### config.mk
export PLATFORM = sky130hd
export DESIGN_NAME = serial_add_ctrl_flat
export DESIGN_NICKNAME = d
export VERILOG_FILES = /design/src/rtl/serial_add_ctrl_if.sv /design/src/rtl/serial_add_ctrl.sv /design/src/flat_wrapper.sv
export SDC_FILE = /design/constraint.sdc
export NUM_CORES = 1
export LEC_CHECK = 0
export ABC_AREA = 1
export BUFFER_PORTS_ARGS = -buffer_cell sky130_fd_sc_hd__buf_2
export CELL_PAD_IN_SITES_DETAIL_PLACEMENT = 0
export CELL_PAD_IN_SITES_GLOBAL_PLACEMENT = 2
export CORE_UTILIZATION = 28
export DETAILED_ROUTE_END_ITERATION = 7
export HOLD_SLACK_MARGIN = 0.03
export PLACE_DENSITY_LB_ADDON = 0.2
export SLEW_MARGIN = 0
export SYNTH_ARGS = -nofsm -noshare
export SYNTH_HDL_FRONTEND = slang
export SYNTH_SLANG_ARGS = --single-unit
### constraint.sdc
create_clock -name clk -period 1.16 [get_ports clk]
set_input_delay 0 -clock clk [delete_from_list [all_inputs] [get_ports clk]]
set_output_delay 0 -clock clk [all_outputs]
set_load 0.01 [all_outputs]
### src/rtl/serial_add_ctrl_if.sv
// Requester <-> serial add/subtract controller handshake bundle.
// The requester (master) presents operands with start; the controller (slave) returns status and results.
interface serial_add_ctrl_if #(
    parameter int WIDTH = 8
);
    logic             start;
    logic             sub;
    logic [WIDTH-1:0] a;
    logic [WIDTH-1:0] b;
    logic             ready;
    logic             busy;
    logic             done;
    logic [WIDTH-1:0] result;
    logic             cout;
    logic             overflow;

    modport master (
        output start, sub, a, b,
        input  ready, busy, done, result, cout, overflow
    );

    modport slave (
        input  start, sub, a, b,
        output ready, busy, done, result, cout, overflow
    );
endinterface

### src/rtl/serial_add_ctrl.sv
// Bit-serial add/subtract controller: one full-adder cell stepped over WIDTH cycles, LSB first,
// with a carry flop linking successive bit slices and a start/ready/done handshake.

module serial_add_fa (
    input  logic a,
    input  logic b,
    input  logic ci,
    output logic s,
    output logic co
);
    assign s  = a ^ b ^ ci;
    assign co = (a & b) | (a & ci) | (b & ci);
endmodule

module serial_add_ctrl #(
    parameter int WIDTH = 8
) (
    input  logic              clk,
    input  logic              rst_n,
    serial_add_ctrl_if.slave  bus
);
    localparam int                CNT_W    = $clog2(WIDTH + 1);
    localparam logic [CNT_W-1:0]  LAST_CNT = CNT_W'(WIDTH - 1);

    typedef enum logic [1:0] {
        IDLE = 2'd0,
        RUN  = 2'd1,
        DONE = 2'd2
    } state_e;

    state_e            state_q, state_d;
    logic [WIDTH-1:0]  sa_q, sa_d;
    logic [WIDTH-1:0]  sb_q, sb_d;
    logic [WIDTH-1:0]  result_q, result_d;
    logic [CNT_W-1:0]  cnt_q, cnt_d;
    logic              c_q, c_d;
    logic              c_msb_q, c_msb_d;
    logic              cout_q, cout_d;
    logic              ovf_q, ovf_d;

    logic              fa_sum;
    logic              fa_co;
    logic              last_slice;

    serial_add_fa u_fa (
        .a  (sa_q[0]),
        .b  (sb_q[0]),
        .ci (c_q),
        .s  (fa_sum),
        .co (fa_co)
    );

    assign last_slice = (cnt_q == LAST_CNT);

    // NOTE: reset is synchronous, so it lives inside the clocked block and only acts on an edge.
    always_ff @(posedge clk) begin
        if (!rst_n) begin
            state_q <= IDLE;
        end else begin
            state_q <= state_d;
        end
    end

    always_comb begin
        state_d = state_q;
        unique case (state_q)
            IDLE:    if (bus.start) state_d = RUN;
            RUN:     if (last_slice) state_d = DONE;
            DONE:    state_d = IDLE;
            default: state_d = IDLE;
        endcase
    end

    always_comb begin
        // NOTE: every _d starts from its _q so no path through this block infers a latch.
        sa_d     = sa_q;
        sb_d     = sb_q;
        result_d = result_q;
        cnt_d    = cnt_q;
        c_d      = c_q;
        c_msb_d  = c_msb_q;
        cout_d   = cout_q;
        ovf_d    = ovf_q;
        unique case (state_q)
            IDLE: begin
                if (bus.start) begin
                    // Subtraction is a + ~b + 1: invert b here and seed the carry with sub.
                    sa_d     = bus.a;
                    sb_d     = bus.sub ? ~bus.b : bus.b;
                    c_d      = bus.sub;
                    cnt_d    = '0;
                    result_d = '0;
                    cout_d   = 1'b0;
                    ovf_d    = 1'b0;
                end
            end
            RUN: begin
                result_d            = result_q >> 1;
                result_d[WIDTH-1]   = fa_sum;
                sa_d                = sa_q >> 1;
                sb_d                = sb_q >> 1;
                c_d                 = fa_co;
                cnt_d               = cnt_q + 1'b1;
                if (last_slice) begin
                    c_msb_d = c_q;
                end
            end
            DONE: begin
                // Freeze the flags so they survive the carry reseed at the next accept.
                cout_d = c_q;
                ovf_d  = c_msb_q ^ c_q;
            end
            default: ;
        endcase
    end

    always_ff @(posedge clk) begin
        if (!rst_n) begin
            result_q <= '0;
            cnt_q    <= '0;
            c_q      <= 1'b0;
            c_msb_q  <= 1'b0;
            cout_q   <= 1'b0;
            ovf_q    <= 1'b0;
        end else begin
            result_q <= result_d;
            cnt_q    <= cnt_d;
            c_q      <= c_d;
            c_msb_q  <= c_msb_d;
            cout_q   <= cout_d;
            ovf_q    <= ovf_d;
        end
    end

    // NOTE: operand shifters need no reset; they are always loaded at accept before being read.
    always_ff @(posedge clk) begin
        sa_q <= sa_d;
        sb_q <= sb_d;
    end

    always_comb begin
        bus.ready    = (state_q == IDLE);
        bus.busy     = (state_q == RUN);
        bus.done     = (state_q == DONE);
        bus.result   = result_q;
        bus.cout     = (state_q == DONE) ? c_q : cout_q;
        bus.overflow = (state_q == DONE) ? (c_msb_q ^ c_q) : ovf_q;
    end
endmodule

### src/flat_wrapper.sv
// flat-port wrapper written by rule: the top's interface ports become plain ports
module serial_add_ctrl_flat 
#(
    parameter int WIDTH = 8
)
  (clk, rst_n, bus_start, bus_sub, bus_a, bus_b, bus_ready, bus_busy, bus_done, bus_result, bus_cout, bus_overflow);
  serial_add_ctrl_if #(.WIDTH(WIDTH)) bus_i ();
  input  logic clk;
  input  logic rst_n;
  input wire logic [$bits(bus_i.start)-1:0] bus_start;
  input wire logic [$bits(bus_i.sub)-1:0] bus_sub;
  input wire logic [$bits(bus_i.a)-1:0] bus_a;
  input wire logic [$bits(bus_i.b)-1:0] bus_b;
  output wire logic [$bits(bus_i.ready)-1:0] bus_ready;
  output wire logic [$bits(bus_i.busy)-1:0] bus_busy;
  output wire logic [$bits(bus_i.done)-1:0] bus_done;
  output wire logic [$bits(bus_i.result)-1:0] bus_result;
  output wire logic [$bits(bus_i.cout)-1:0] bus_cout;
  output wire logic [$bits(bus_i.overflow)-1:0] bus_overflow;
  assign bus_i.start = bus_start;
  assign bus_i.sub = bus_sub;
  assign bus_i.a = bus_a;
  assign bus_i.b = bus_b;
  assign bus_ready = bus_i.ready;
  assign bus_busy = bus_i.busy;
  assign bus_done = bus_i.done;
  assign bus_result = bus_i.result;
  assign bus_cout = bus_i.cout;
  assign bus_overflow = bus_i.overflow;
  serial_add_ctrl #(.WIDTH(WIDTH)) u_core (.clk(clk), .rst_n(rst_n), .bus(bus_i));
endmodule
==> results.tsv <==
metric	value	unit
status	finished with violations	
violations	negative setup slack	
synth_area	0.00145	mm2
die-height	73.9	um
ys_seq_elements	34	
grt-ovfl-total	0	
firstDrtPassIters	4	
routed_wl	3.40	mm
place.gp.congestion	0.746	
cts_max_path_buffers	2	
worstSetupStartpointType	flop	
cp.arrival	1.18	ns
hp-class	primary input to flop	
fmax	849	MHz
reg2reg_depth	5	
grt_pass1_vias	1184	
syn_avg_cell_area	9.27	um2
worstMarginPinSlew	0.240	ns
fin_crit_sh	102	%
wire_per_inst	12.2	um
insertion_delay	0.28	ns
grtUsageTotal	13.6	%
crit_chain	buf_6 -> or2_4 -> nand3_2 -> nand2_1 -> buf_2	
timing.final.ws_setup	-0.0182	ns
cts.htree.levels	2	
start_util	29.8	%
core	0.00485	mm2
hold_depth	3	
postSynthCellCount	156	
tritoncts	done	
critical_path.max_stage_delay	0.32	ns
drv_slew	0	
synth-warning-count	0	
instances_no_fill	279	
syn-num-nets	178	
cellPowerDensity	1360	mW/mm2
synthDistinctLibCells	23	
drive_gt1_share	33.5	%
nets	233	
n_antenna_cell	0	
grtUsageMet3	3.70	%
dp.cells	258	
hold_viol	0	
worstPathRequired	1.16	ns
portBuffers	32	
drc_errors	0	
drt-vias-per-instance	4.38	
ios	33	
use_met2	22.0	%
dieArea	0.00546	mm2
final_cell_mix	nand2_1 (38), buf_2 (31), edfxtp_1 (16), dfxtp_1 (15), inv_1 (13)	
rows	25	
setup_viol	4	
crit_path_end_kind	output pin	
peakVddDrop	686	uV
ant_nets	0	
mostFrequentLayoutCell	nand2_1	
slowest_stage	dfxtp_2	
clock_skew	0.00562	ns
critPathKind	flop to output pin	
drtIter0Drc	85	
grt_max_degree	20	
clkSinkCount	34	
met1_usage	17.0	%
p_leak	0.000856	uW
preCtsSetupSlack	-0.00725	ns
num_vias	1221	
cts_buffers	5	
place_hpwl	2.24	mm
max_slew_margin	84.0	%
cts-root-buf	clkbuf_8	
area_growth	41.3	%
grt_pass1_wl	5.44	mm
grt.busiest_layer	met2	
antenna_found_initial	0	
rsz0062_at_grt	true	
fillCellCount	476	
fin_crit	1.18	ns
die_w	73.9	um
drv_cap	0	
path_clk_slew	0.06	ns
cp_max_fo	3	
seq_area_frac_synth	58.1	%
-- layout make-up --
| type | count | area, um2 | share of cell area (%) |
|---|---|---|---|
| flip-flops and latches | 34 | 850 | 41.6 |
| multi-input cells | 102 | 587 | 28.7 |
| repair buffers | 52 | 377 | 18.4 |
| well taps | 67 | 83.8 | 4.10 |
| clock buffers | 8 | 80.1 | 3.92 |
| inverters | 16 | 66.3 | 3.25 |
-- cell families (layout without fill, tap and decap cells) --
logic type	count (synthesis)	after routing	share of synthesized area, %
and+or+nand+nor	64	64	18.3
AOI/OAI and AO/OA	28	28	10.8
buffers and inverters	20	76	5.71
DFF	34	34	58.1
xor gates and xnor gates	8	8	4.84
adders and majority gates	2	2	2.25
-- cell usage after synthesis --
library cell | number | share of area (%)
a21oi_1 | 5 | 1.7
a22oi_1 | 1 | 0.52
and3_1 | 1 | 0.43
buf_2 | 3 | 1.0
buf_4 | 1 | 0.52
dfxtp_1 | 18 | 25
edfxtp_1 | 16 | 33
fa_1 | 1 | 1.4
ha_1 | 1 | 0.86
inv_1 | 15 | 3.9
inv_2 | 1 | 0.26
nand2_1 | 43 | 11
nand3_1 | 6 | 2.1
nand3b_1 | 1 | 0.52
nand4_1 | 1 | 0.43
nor2_1 | 9 | 2.3
nor2_2 | 1 | 0.43
o21ai_0 | 12 | 4.2
o21ai_1 | 1 | 0.35
o21ai_2 | 1 | 0.61
o22ai_1 | 8 | 3.5
or2_2 | 2 | 0.86
xnor2_1 | 8 | 4.8
-- final timing paths --
check                                      end  slack (ns)                            from
setup / recovery                  bus_overflow       -0.02         u_core.c_q$_SDFFE_PN0P_
hold reg to reg    u_core.c_msb_q$_SDFFE_PN0P_        0.48     u_core.c_msb_q$_SDFFE_PN0P_
setup reg to reg  u_core.sa_q[7]$_SDFFCE_PP0P_       -0.01  u_core.state_q[0]$_SDFFE_PN0P_
hold / removal    u_core.sa_q[7]$_SDFFCE_PP0P_        0.04                        bus_a[7]
-- worst max-delay path, delay by kind of cell (launching register included) --
kind	cells	cell delay, ns
AND/OR/NAND/NOR	3	0.33
flip-flops	1	0.32
buffers and inverters	2	0.26
-- per-stage QoR --
stage                     total power [uW]  hold WS, ns  utilization (%)  setup TNS (ns)  area, um2
final                                 2770       0.0422             42.1         -0.0274       2040
after global routing                  2950       0.0357             42.1          -0.531       2040
after CTS                             2770       0.0363             41.0         -0.0776       1990
after detailed placement              1850        0.280             36.3         -0.0135       1760
after global placement                1840        0.274             36.3         -0.0177       1760
after floorplan                       1680        0.139                -          -0.382       1460
-- per-layer routing --
metal  share of wire, %  wire length, um  up-vias
met2                 49             1670       34
met5                  0                0        -
met3                4.2              144        8
li1                   -                -      626
met4                2.0               67        0
met1                 45             1520      553
-- what timing repair did --
action	4_1_cts	5_1_grt
hold buffers	8	0
setup endpoints to repair	10	21
gates resized for setup	11	23
endpoints found under the hold margin	8	0
pin swaps	2	1
buffers inserted	5	0
-- where the power goes --
group          switching [uW]  internal [uW]
Sequential               43.1           1390
Combinational             256            242
Clock                     416            427
-- registers in the layout, indices dropped and copies added, names as in the netlist --
signal,count
u_core.state_q,2
u_core.cout_q,1
u_core.c_msb_q,1
u_core.bus.result,8
u_core.ovf_q,1
u_core.sb_q,8
u_core.c_q,1
u_core.sa_q,8
u_core.cnt_q,4
Power figures use the tool's default switching activity.
